===== config.mk =====
export PLATFORM = sky130hd
export DESIGN_NAME = sram_bist_sequencer
export DESIGN_NICKNAME = d
export VERILOG_FILES = /design/src/rtl/sram_bist_pkg.sv /design/src/rtl/sram_bist_checker.sv /design/src/rtl/sram_bist_sequencer.sv
export SDC_FILE = /design/constraint.sdc
export NUM_CORES = 1
export LEC_CHECK = 0
export CAP_MARGIN = 25
export CORE_MARGIN = 4
export CORE_UTILIZATION = 40
export DETAILED_ROUTE_END_ITERATION = 10
export PLACE_DENSITY = 0.7
export SETUP_SLACK_MARGIN = 0.3
export SLEW_MARGIN = 30
export SYNTH_ARGS = -nofsm -noshare
export SYNTH_HDL_FRONTEND = slang
export SYNTH_SLANG_ARGS = --single-unit

===== constraint.sdc =====
create_clock -name Clock -period 4.8 [get_ports Clock]
set_input_delay 1.2 -clock Clock [delete_from_list [all_inputs] [get_ports Clock]]
set_output_delay 1.2 -clock Clock [all_outputs]
set_load 0.02 [all_outputs]

===== src/rtl/sram_bist_pkg.sv =====
// -----------------------------------------------------------------------------
// sram_bist_pkg
// Shared types and helpers for the SRAM BIST sequencer:
//   state_e   - sequencer FSM states
//   mode_e    - run mode encodings presented on the Mode input
//   pass_e    - true/inverted pattern select (only with SRAM_BIST_INVERT_EN)
//   pattern() - address-derived test pattern P(a)
// Configuration macro: SRAM_BIST_INVERT_EN adds the inverted-pattern pass type.
// -----------------------------------------------------------------------------
package sram_bist_pkg;

  typedef enum logic [2:0] {
    ST_IDLE    = 3'd0,
    ST_WR_PASS = 3'd1,
    ST_RD_PASS = 3'd2,
    ST_RD_WAIT = 3'd3,
    ST_DONE    = 3'd4
  } state_e;

  typedef enum logic [1:0] {
    MODE_FILL_CHECK     = 2'b00,
    MODE_FILL_ONLY      = 2'b01,
    MODE_CHECK_ONLY     = 2'b10,
    MODE_FILL_CHECK_ALT = 2'b11
  } mode_e;

`ifdef SRAM_BIST_INVERT_EN
  // Selects which pattern polarity the current write/check pair uses.
  typedef enum logic {
    PASS_TRUE = 1'b0,
    PASS_INV  = 1'b1
  } pass_e;
`endif

  // P(a): low 16 address bits with the two upper bits folded in across every
  // byte-lane pair. Narrow address spaces (<= 16 bits) use the address as is.
  function automatic logic [15:0] pattern(input logic [17:0] addr, input int addr_w);
    logic [15:0] p;
    p = addr[15:0];
    if (addr_w > 16) begin
      p = p ^ {8{addr[17:16]}};
    end
    return p;
  endfunction

endpackage


===== src/rtl/sram_bist_checker.sv =====
// -----------------------------------------------------------------------------
// sram_bist_checker
// Compares returned read data against the expected pattern, keeps a
// saturating mismatch counter and captures the address of the first mismatch.
// Ports:
//   Clock, Reset   - system clock, synchronous active-high reset
//   clear_i        - clears counter and captured address (new run)
//   check_i        - one compare this cycle
//   addr_i         - address of the word being checked
//   expected_i     - expected data
//   actual_i       - data returned by the SRAM controller
//   err_count_o    - mismatch count, saturates at all-ones
//   fail_addr_o    - address of the first mismatch since clear
// -----------------------------------------------------------------------------
module sram_bist_checker #(
  parameter int ADDR_W = 18,
  parameter int DATA_W = 16,
  parameter int ERR_W  = 16
) (
  input  logic              Clock,
  input  logic              Reset,
  input  logic              clear_i,
  input  logic              check_i,
  input  logic [ADDR_W-1:0] addr_i,
  input  logic [DATA_W-1:0] expected_i,
  input  logic [DATA_W-1:0] actual_i,
  output logic [ERR_W-1:0]  err_count_o,
  output logic [ADDR_W-1:0] fail_addr_o
);

  logic [ERR_W-1:0]  err_q, err_d;
  logic [ADDR_W-1:0] fail_q, fail_d;

  // NOTE: every variable assigned in always_comb gets a default first, so no
  // path leaves it unassigned and no latch is inferred.
  always_comb begin
    err_d  = err_q;
    fail_d = fail_q;
    if (clear_i) begin
      err_d  = '0;
      fail_d = '0;
    end else if (check_i && (actual_i != expected_i)) begin
      if (err_q != '1) begin
        err_d = err_q + 1'b1;
      end
      // Only the very first failure of the run is recorded.
      if (err_q == '0) begin
        fail_d = addr_i;
      end
    end
  end

  // NOTE: sequential state uses non-blocking assignments so every flop
  // samples the pre-edge values regardless of block ordering.
  always_ff @(posedge Clock) begin
    if (Reset) begin
      err_q  <= '0;
      fail_q <= '0;
    end else begin
      err_q  <= err_d;
      fail_q <= fail_d;
    end
  end

  assign err_count_o = err_q;
  assign fail_addr_o = fail_q;

endmodule


===== src/rtl/sram_bist_sequencer.sv =====
// -----------------------------------------------------------------------------
// sram_bist_sequencer
// Command source for the SRAM controller: fills memory with P(a), reads every
// word back, compares and counts mismatches.
// Ports:
//   Clock, Reset            - system clock, synchronous active-high reset
//   Start, Abort, Mode      - run control (Abort has priority over Start)
//   Req, Req_Write,
//   Req_Address, Req_Wdata  - command to controller, held while Req && !Ack
//   Ack                     - controller accepts command (transfer = Req && Ack)
//   Rd_Valid, Rd_Data       - read data return
//   Busy, Done, Pass        - run status
//   Error_Count             - saturating mismatch count for this run
//   Fail_Address            - address of first mismatch
// Configuration macro: SRAM_BIST_INVERT_EN - in fill+check modes, a second
// write/check pair with ~P(a) runs before DONE.
// -----------------------------------------------------------------------------
module sram_bist_sequencer
  import sram_bist_pkg::*;
#(
  parameter int ADDR_W = 18,
  parameter int DATA_W = 16,
  parameter int ERR_W  = 16
) (
  input  logic              Clock,
  input  logic              Reset,
  input  logic              Start,
  input  logic              Abort,
  input  logic [1:0]        Mode,
  output logic              Req,
  output logic              Req_Write,
  output logic [ADDR_W-1:0] Req_Address,
  output logic [DATA_W-1:0] Req_Wdata,
  input  logic              Ack,
  input  logic              Rd_Valid,
  input  logic [DATA_W-1:0] Rd_Data,
  output logic              Busy,
  output logic              Done,
  output logic              Pass,
  output logic [ERR_W-1:0]  Error_Count,
  output logic [ADDR_W-1:0] Fail_Address
);

  state_e            state_q, state_d;
  mode_e             mode_q, mode_d;
  logic [ADDR_W-1:0] addr_q, addr_d;
  logic              last_addr;
  logic              clear_en;
  logic              check_en;
  logic [15:0]       pat_base;
  logic [15:0]       pat_cur;
  logic [DATA_W-1:0] exp_data;

`ifdef SRAM_BIST_INVERT_EN
  pass_e pass_q, pass_d;
`endif

  assign last_addr = (addr_q == '1);
  assign pat_base  = pattern(18'(addr_q), ADDR_W);

`ifdef SRAM_BIST_INVERT_EN
  assign pat_cur = (pass_q == PASS_INV) ? ~pat_base : pat_base;
`else
  assign pat_cur = pat_base;
`endif

  assign exp_data = DATA_W'(pat_cur);

  always_comb begin
    state_d  = state_q;
    mode_d   = mode_q;
    addr_d   = addr_q;
    clear_en = 1'b0;
    check_en = 1'b0;
`ifdef SRAM_BIST_INVERT_EN
    pass_d   = pass_q;
`endif

    case (state_q)
      ST_IDLE, ST_DONE: begin
        if (Start && !Abort) begin
          mode_d   = mode_e'(Mode);
          addr_d   = '0;
          clear_en = 1'b1;
`ifdef SRAM_BIST_INVERT_EN
          pass_d   = PASS_TRUE;
`endif
          state_d  = (mode_e'(Mode) == MODE_CHECK_ONLY) ? ST_RD_PASS : ST_WR_PASS;
        end
      end

      ST_WR_PASS: begin
        if (Ack) begin
          // The counter wraps to 0 at the top, ready for the following pass.
          addr_d = addr_q + 1'b1;
          if (last_addr) begin
            state_d = (mode_q == MODE_FILL_ONLY) ? ST_DONE : ST_RD_PASS;
          end
        end
      end

      ST_RD_PASS: begin
        if (Ack) begin
          state_d = ST_RD_WAIT;
        end
      end

      ST_RD_WAIT: begin
        if (Rd_Valid) begin
          check_en = 1'b1;
          addr_d   = addr_q + 1'b1;
          if (last_addr) begin
            state_d = ST_DONE;
`ifdef SRAM_BIST_INVERT_EN
            if ((pass_q == PASS_TRUE) && (mode_q != MODE_CHECK_ONLY)) begin
              pass_d  = PASS_INV;
              state_d = ST_WR_PASS;
            end
`endif
          end else begin
            state_d = ST_RD_PASS;
          end
        end
      end

      default: state_d = ST_IDLE;
    endcase

    // Abort outranks everything except reset; counts are left as they are.
    if (Abort) begin
      check_en = 1'b0;
      if (Busy) begin
        state_d = ST_IDLE;
        addr_d  = addr_q;
      end
    end
  end

  // NOTE: reset is synchronous here, so it lives inside the clocked branch
  // and is not part of the sensitivity list.
  always_ff @(posedge Clock) begin
    if (Reset) begin
      state_q <= ST_IDLE;
      mode_q  <= MODE_FILL_CHECK;
      addr_q  <= '0;
`ifdef SRAM_BIST_INVERT_EN
      pass_q  <= PASS_TRUE;
`endif
    end else begin
      state_q <= state_d;
      mode_q  <= mode_d;
      addr_q  <= addr_d;
`ifdef SRAM_BIST_INVERT_EN
      pass_q  <= pass_d;
`endif
    end
  end

  sram_bist_checker #(
    .ADDR_W (ADDR_W),
    .DATA_W (DATA_W),
    .ERR_W  (ERR_W)
  ) u_checker (
    .Clock       (Clock),
    .Reset       (Reset),
    .clear_i     (clear_en),
    .check_i     (check_en),
    .addr_i      (addr_q),
    .expected_i  (exp_data),
    .actual_i    (Rd_Data),
    .err_count_o (Error_Count),
    .fail_addr_o (Fail_Address)
  );

  // Command outputs come straight from state, so they cannot move while the
  // controller withholds Ack.
  assign Req          = (state_q == ST_WR_PASS) || (state_q == ST_RD_PASS);
  assign Req_Write    = (state_q == ST_WR_PASS);
  assign Req_Address  = addr_q;
  assign Req_Wdata    = (state_q == ST_WR_PASS) ? exp_data : '0;
  assign Busy         = (state_q == ST_WR_PASS) || (state_q == ST_RD_PASS) ||
                        (state_q == ST_RD_WAIT);
  assign Done         = (state_q == ST_DONE);
  assign Pass         = Done && (Error_Count == '0);

endmodule


==> Yosys cells after proc, flatten, opt, wreduce, memory -nomap -nowiden <==
Cells that the tools add are included.
{ "classes": {"n_addsub": 2, "n_eq_ne": 10, "n_mux": 23, "bitwise_logic": 1, "n_reduce_logical": 13} }
{ "op_table": {"columns": ["operator", "count"], "rows": [
  ["18-bit 2-to-1 mux", 5],
  ["18-bit case mux with 3 select lines", 1],
  ["3-bit 2-to-1 mux", 9],
  ["18-bit by 1-bit adder with 18-bit output, second input constant", 1],
  ["18-bit equality test, second input constant", 1],
  ["16-bit by 1-bit adder with 16-bit output, second input constant", 1],
  ["16-bit logical NOT", 1],
  ["16-bit 2-to-1 mux", 1],
  ["16-bit != test", 1],
  ["16-bit != test, second input constant", 1],
  ["16-bit bitwise XOR", 1],
  ["3-bit case mux with 4 select lines", 1],
  ["3-bit by 2-bit equality test with 1-bit output, second input constant", 2],
  ["2-bit AND reduction", 3],
  ["1-bit 2-to-1 mux", 5],
  ["2-bit OR reduction", 2],
  ["3-bit by 1-bit equality test with 1-bit output, second input constant", 1],
  ["3-bit equality test, second input constant", 1],
  ["1-bit logical AND", 3],
  ["3-bit logical NOT", 1],
  ["2-bit by 1-bit equality test with 1-bit output, second input constant", 1],
  ["2-bit equality test, second input constant", 1],
  ["1-bit logical OR", 2],
  ["2-bit 2-to-1 mux", 1],
  ["other kinds (2)", 2]
]} }
{ "word_totals": {"ff_bits": 57, "input_bits": 24, "out_inout_bits": 73, "elab_cells": 54} }

==> Depth between registers and ports, before layout <==
{ "depth": {"depth_word": 7, "ltp_mapped": 9, "mapped_depth_nobuf": 7} }

==> By module <==
Synthesis repeated with hierarchy kept, for this count alone.
{ "hier_totals": {"hier_cells": 441, "hier_area_um2": 3533.4} }
{ "by_module_without_submodules": {"columns": ["module", "instances", "cells_per_inst", "area_each_um2", "seq_area_each_um2"], "rows": [
  ["sram_bist_checker", 1, 230, 1866.8, 680.7],
  ["sram_bist_sequencer", 1, 211, 1666.6, 460.4]
]} }

==> Worst setup path after synthesis <==
No wires, ideal clock.
{ "synth_timing": {"path_type": "input-to-reg", "startpoint": "input port Rd_Data[8]", "endpoint": "register u_checker.fail_q[1] (netlist: u_checker.fail_addr_o[1])", "setup_ns": 0.128, "arrival_ns": 2.920, "required_ns": 4.672, "setup_slack_ns": 1.753, "cell_stages": 8, "n_path_buf": 2, "path_cell_list": "xor2_1 > or3_1 > a221o_1 > o311ai_2 > buf_6 > buf_12 > mux2i_1 > nor2_1"} }
{ "synth_via": {"elab_chain_cells": 3} }
{ "synth_lines": {"columns": ["element", "line_no", "source"], "rows": [
  ["from (decl)", "sram_bist_sequencer.sv:36", "input logic [DATA_W-1:0] Rd_Data,"],
  ["16-bit != test", "sram_bist_checker.sv:42", "end else if (check_i && (actual_i != expected_i)) begin"],
  ["1-bit logical AND", "sram_bist_checker.sv:42", null],
  ["2-bit AND reduction (no line)", null, null],
  ["to (signal assigned)", "sram_bist_checker.sv:61", "fail_q <= fail_d;"],
  ["to (decl)", "sram_bist_checker.sv:32", "logic [ADDR_W-1:0] fail_q, fail_d;"]
]} }
No other way between the ends.
A chain may end at the register's enable or synchronous reset.

==> Worst setup path in the final report <==
{ "layout_timing": {"startpoint": "register state_q[0]", "endpoint": "output port Req_Wdata[5]"} }
{ "layout_via": {"elab_chain_cells": 2} }
{ "layout_lines": {"columns": ["element", "line_no", "source"], "rows": [
  ["from (decl)", "sram_bist_sequencer.sv:44", "state_e state_q, state_d;"],
  ["from (signal assigned)", "sram_bist_sequencer.sv:150", "state_q <= state_d;"],
  ["3-bit by 1-bit equality test with 1-bit output", "sram_bist_sequencer.sv:180", "assign Req_Wdata = (state_q == ST_WR_PASS) ? exp_data : '0;"],
  ["16-bit 2-to-1 mux", "sram_bist_sequencer.sv:180", null],
  ["to (decl)", "sram_bist_sequencer.sv:33", "output logic [DATA_W-1:0] Req_Wdata,"]
]} }
No other way between the ends.

==> impl_summary.log <==
[metrics] most common library cell in the layout ignoring fill and taps: clkdlybuf4s50_1
[metrics] synthesized net count: 420
[metrics] worst hold path startpoint: u_checker.fail_addr_o[7]$_SDFFE_PP0P_
[metrics] Layout Area Growth over Synthesis: 35.0%
[metrics] kind of critical path: flip-flop to primary output
[metrics] Ys Warns: 0
[metrics] overall die width: 98.3 um
[metrics] Setup Fix Bufs, Post-CTS: 0
[metrics] Final Critical Period: 3590 ps
[metrics] gate count of the mapped netlist: 393
[metrics] clock skew: 9.39 ps
[metrics] via count of the first global-routing pass: 3009
[metrics] final hold slack: 503 ps
[metrics] Post-CTS Resized: 0
[metrics] clock slew at the register clock pins of the worst setup and hold paths: 70 ps
[metrics] floorplan die height: 98.3 um
[metrics] Final #Nets: 499
[metrics] synthesis-stage register bit count: 57
[metrics] Num Clock Sinks: 57
[metrics] count of hold buffers inserted by post-cts repair: 0
[metrics] global-route wire length before repair: 15.0 mm
[metrics] area of the mapped netlist: 3260 um^2
[metrics] headroom to the max-slew limit: 0.361
[metrics] reg-to-reg critical path endpoint: u_checker.fail_addr_o[10]$_SDFFE_PP0P_
[metrics] number of antenna violations at the first check in global routing: 0
[metrics] WL/cell: 15.9 um
[metrics] result of the run: completed
[metrics] Worst setup EP type: primary output
[metrics] final hold vios: 0
[metrics] Max Cap Viol: 0
[metrics] number of DRC markers in iteration 0: 149
[metrics] TritonCTS clock tree: yes
[metrics] number of buffers inserted during clock tree synthesis: 9
[metrics] Hold WC Path Type: flip-flop to flip-flop
[metrics] die area: 9660 um^2
[metrics] number of distinct library cells after synthesis: 41
[metrics] Multi-input gate area: 1950 um^2
[metrics] fraction of layout instances using a drive strength above 1: 0.0440
[metrics] weighted congestion at the end of routability-driven global placement: 0.892
[metrics] f_max: 0.279 GHz
[metrics] fill count: 760
[metrics] worst reg2reg setup slack: 1720 ps
[metrics] residual DRC count: 0
[metrics] VDD IR max: 0.000122 V
[metrics] data required time of the worst path: 3600 ps
[metrics] root buffer cell: clkbuf_8
[metrics] number of cell rows: 32
[metrics] Startpoint Class: flip-flop
[metrics] static leakage: 1.55 nW
[metrics] Power Dens Cells: 220 nW/um^2
[metrics] sequential area share after synthesis: 0.350
[metrics] final setup vio count: 0
[metrics] critical path arrival: 2390 ps
[metrics] largest fanout of any net on the critical path: 19
[metrics] HPWL after detailed placement: 6.58 mm
[metrics] number of cells on the worst hold path: 2
[metrics] drt first pass iters: 4
[metrics] final antenna diode count: 0
[metrics] average size of a mapped cell: 8.30 um^2
[metrics] area of all sequential standard cells: 1140 um^2
[metrics] Slew Viols, Final: 0
[metrics] global route overflow: 0
[metrics] IO Pins: 97
[metrics] initial standard-cell utilization of the core: 0.416
[metrics] final wirelength: 9.22 mm
[metrics] commonest cells after routing, fill and taps aside: 96 x clkdlybuf4s50_1, 64 x nor2_1, 56 x dfxtp_1, 32 x xnor2_1, 24 x mux2i_1
[metrics] buffer depth of the longest clock path: 2
[metrics] crit share post-route: 0.748
[metrics] Endpoint, Worst Hold: u_checker.fail_addr_o[7]$_SDFFE_PP0P_
[metrics] clock latency on the worst-skew pair: 340 ps
[metrics] worst slew pin tran: 958 ps
[metrics] largest net degree at the start of global routing: 50
[metrics] core area: 7850 um^2
[metrics] count of nets left with antenna violations after detail routing: 0
[metrics] setup repair after global routing missed its margin: false
[metrics] Reg2Reg Depth: 7
[metrics] number of H-tree levels: 3
[metrics] mean number of vias per cell: 5.35
[metrics] number of port buffers: 96
[metrics] Total Negative Setup Slacks: 0 ps
[metrics] vias after detailed routing: 3097
[metrics] Critical R2R Launch: Req_Address[17]$_SDFFE_PP0P_
[metrics] all-layer global routing usage: 0.191
## logic make-up (layout without fill, tap and decap cells)
| group | Yosys count | after routing | share of synthesized area |
|---|---|---|---|
| AO/OA/AOI/OAI | 45 | 45 | 0.0836 |
| adder cells (fa/ha/maj) | 3 | 3 | 0.0115 |
| multiplexers | 24 | 24 | 0.0736 |
| AND/OR/NAND/NOR | 179 | 179 | 0.282 |
| XOR/XNOR | 47 | 47 | 0.143 |
| flip-flops | 57 | 57 | 0.350 |
| buffers and inverters | 38 | 122 | 0.0564 |
## flip-flops by register name, indices dropped and copies added (netlist names)
name / count
u_checker.fail_addr_o: 18
state_q: 3
Req_Address: 18
u_checker.err_count_o: 16
mode_q: 2
## per-stage QoR
| step | area [um^2] | util | power (mW) | worst slack, ps | std cells |
|---|---|---|---|---|---|
| 2_1_floorplan | 3260 | - | 0.541 | 1750 | 393 |
| 3_3_place_gp | 4220 | 0.538 | 0.578 | 961 | 563 |
| 3_5_place_dp | 4220 | 0.538 | 0.580 | 899 | 563 |
| 4_1_cts | 4400 | 0.560 | 0.979 | 1140 | 579 |
| 5_1_grt | 4400 | 0.561 | 1.01 | 1020 | 579 |
| 6_report | 4400 | 0.561 | 0.970 | 1210 | 579 |
## synthesized netlist by cell type, drive strengths merged
master / count / share of area
nor2: 64 / 0.074
dfxtp: 57 / 0.35
xnor2: 32 / 0.086
mux2i: 24 / 0.074
clkbuf: 19 / 0.022
nand2: 19 / 0.022
or3: 19 / 0.036
nand3: 18 / 0.028
a21oi: 17 / 0.026
o21ai: 15 / 0.023
buf: 11 / 0.025
xor2: 11 / 0.030
nand4: 10 / 0.019
nor3: 9 / 0.017
inv: 8 / 0.0092
nand2b: 8 / 0.015
or4: 8 / 0.018
nor4: 6 / 0.012
and3: 5 / 0.0096
and4: 5 / 0.013
o31ai: 4 / 0.0092
xnor3: 4 / 0.028
a2bb2oi: 3 / 0.0081
ha: 3 / 0.012
and2: 2 / 0.0038
or2: 2 / 0.0038
a221o: 1 / 0.0031
a221oi: 1 / 0.0027
a22oi: 1 / 0.0023
a31oi: 1 / 0.0019
nand4b: 1 / 0.0027
nor2b: 1 / 0.0019
nor4b: 1 / 0.0027
o21bai: 1 / 0.0023
o311ai: 1 / 0.0050
or3b: 1 / 0.0027
## metal layers
| layer | part of all wire | vias up | global-route usage |
|---|---|---|---|
| met2 | 0.48 | 100 | 0.318 |
| met4 | 0.012 | 0 | 0.0525 |
| li1 | - | 1518 | - |
| met5 | 0 | - | 0 |
| met3 | 0.070 | 13 | 0.0564 |
| met1 | 0.44 | 1466 | 0.242 |
## how the worst max path moves through the flow
stage,start,end,slack [ps],cells past startpoint
finish,state_q[0]$_SDFF_PP0_,Req_Wdata[5],1210,4
global route,state_q[0]$_SDFF_PP0_,Req_Wdata[9],1020,4
CTS,state_q[0]$_SDFF_PP0_,Req_Wdata[12],1140,4
detailed placement,Rd_Data[8],u_checker.fail_addr_o[10]$_SDFFE_PP0P_,900,8
global placement,Rd_Data[8],u_checker.fail_addr_o[17]$_SDFFE_PP0P_,960,8
floorplan,Rd_Data[8],u_checker.fail_addr_o[1]$_SDFFE_PP0P_,1750,8
## where the power goes
part | total, mW | switching [mW] | internal [mW] | leakage [nW]
Clock | 0.401 | 0.188 | 0.213 | 0.0932
Combinational | 0.0870 | 0.0447 | 0.0423 | 0.996
Sequential | 0.482 | 0.00609 | 0.476 | 0.460
## cell type report
type / count / share of cell area
Multi-Input combinational cell: 298 / 0.444
Sequential cell: 57 / 0.259
Timing Repair Buffer: 98 / 0.222
Clock buffer: 13 / 0.0361
Tap cell: 102 / 0.0290
Inverter: 8 / 0.00682
Clock inverter: 3 / 0.00341
## critical path: stages, from the launching register on
cell and delay, ps:
dfxtp_1 500, nand2b_1 140, nand2b_1 520, nor2_1 250
clkdlybuf4s50_1 630
No activity file was read; power rests on OpenSTA's default activity.
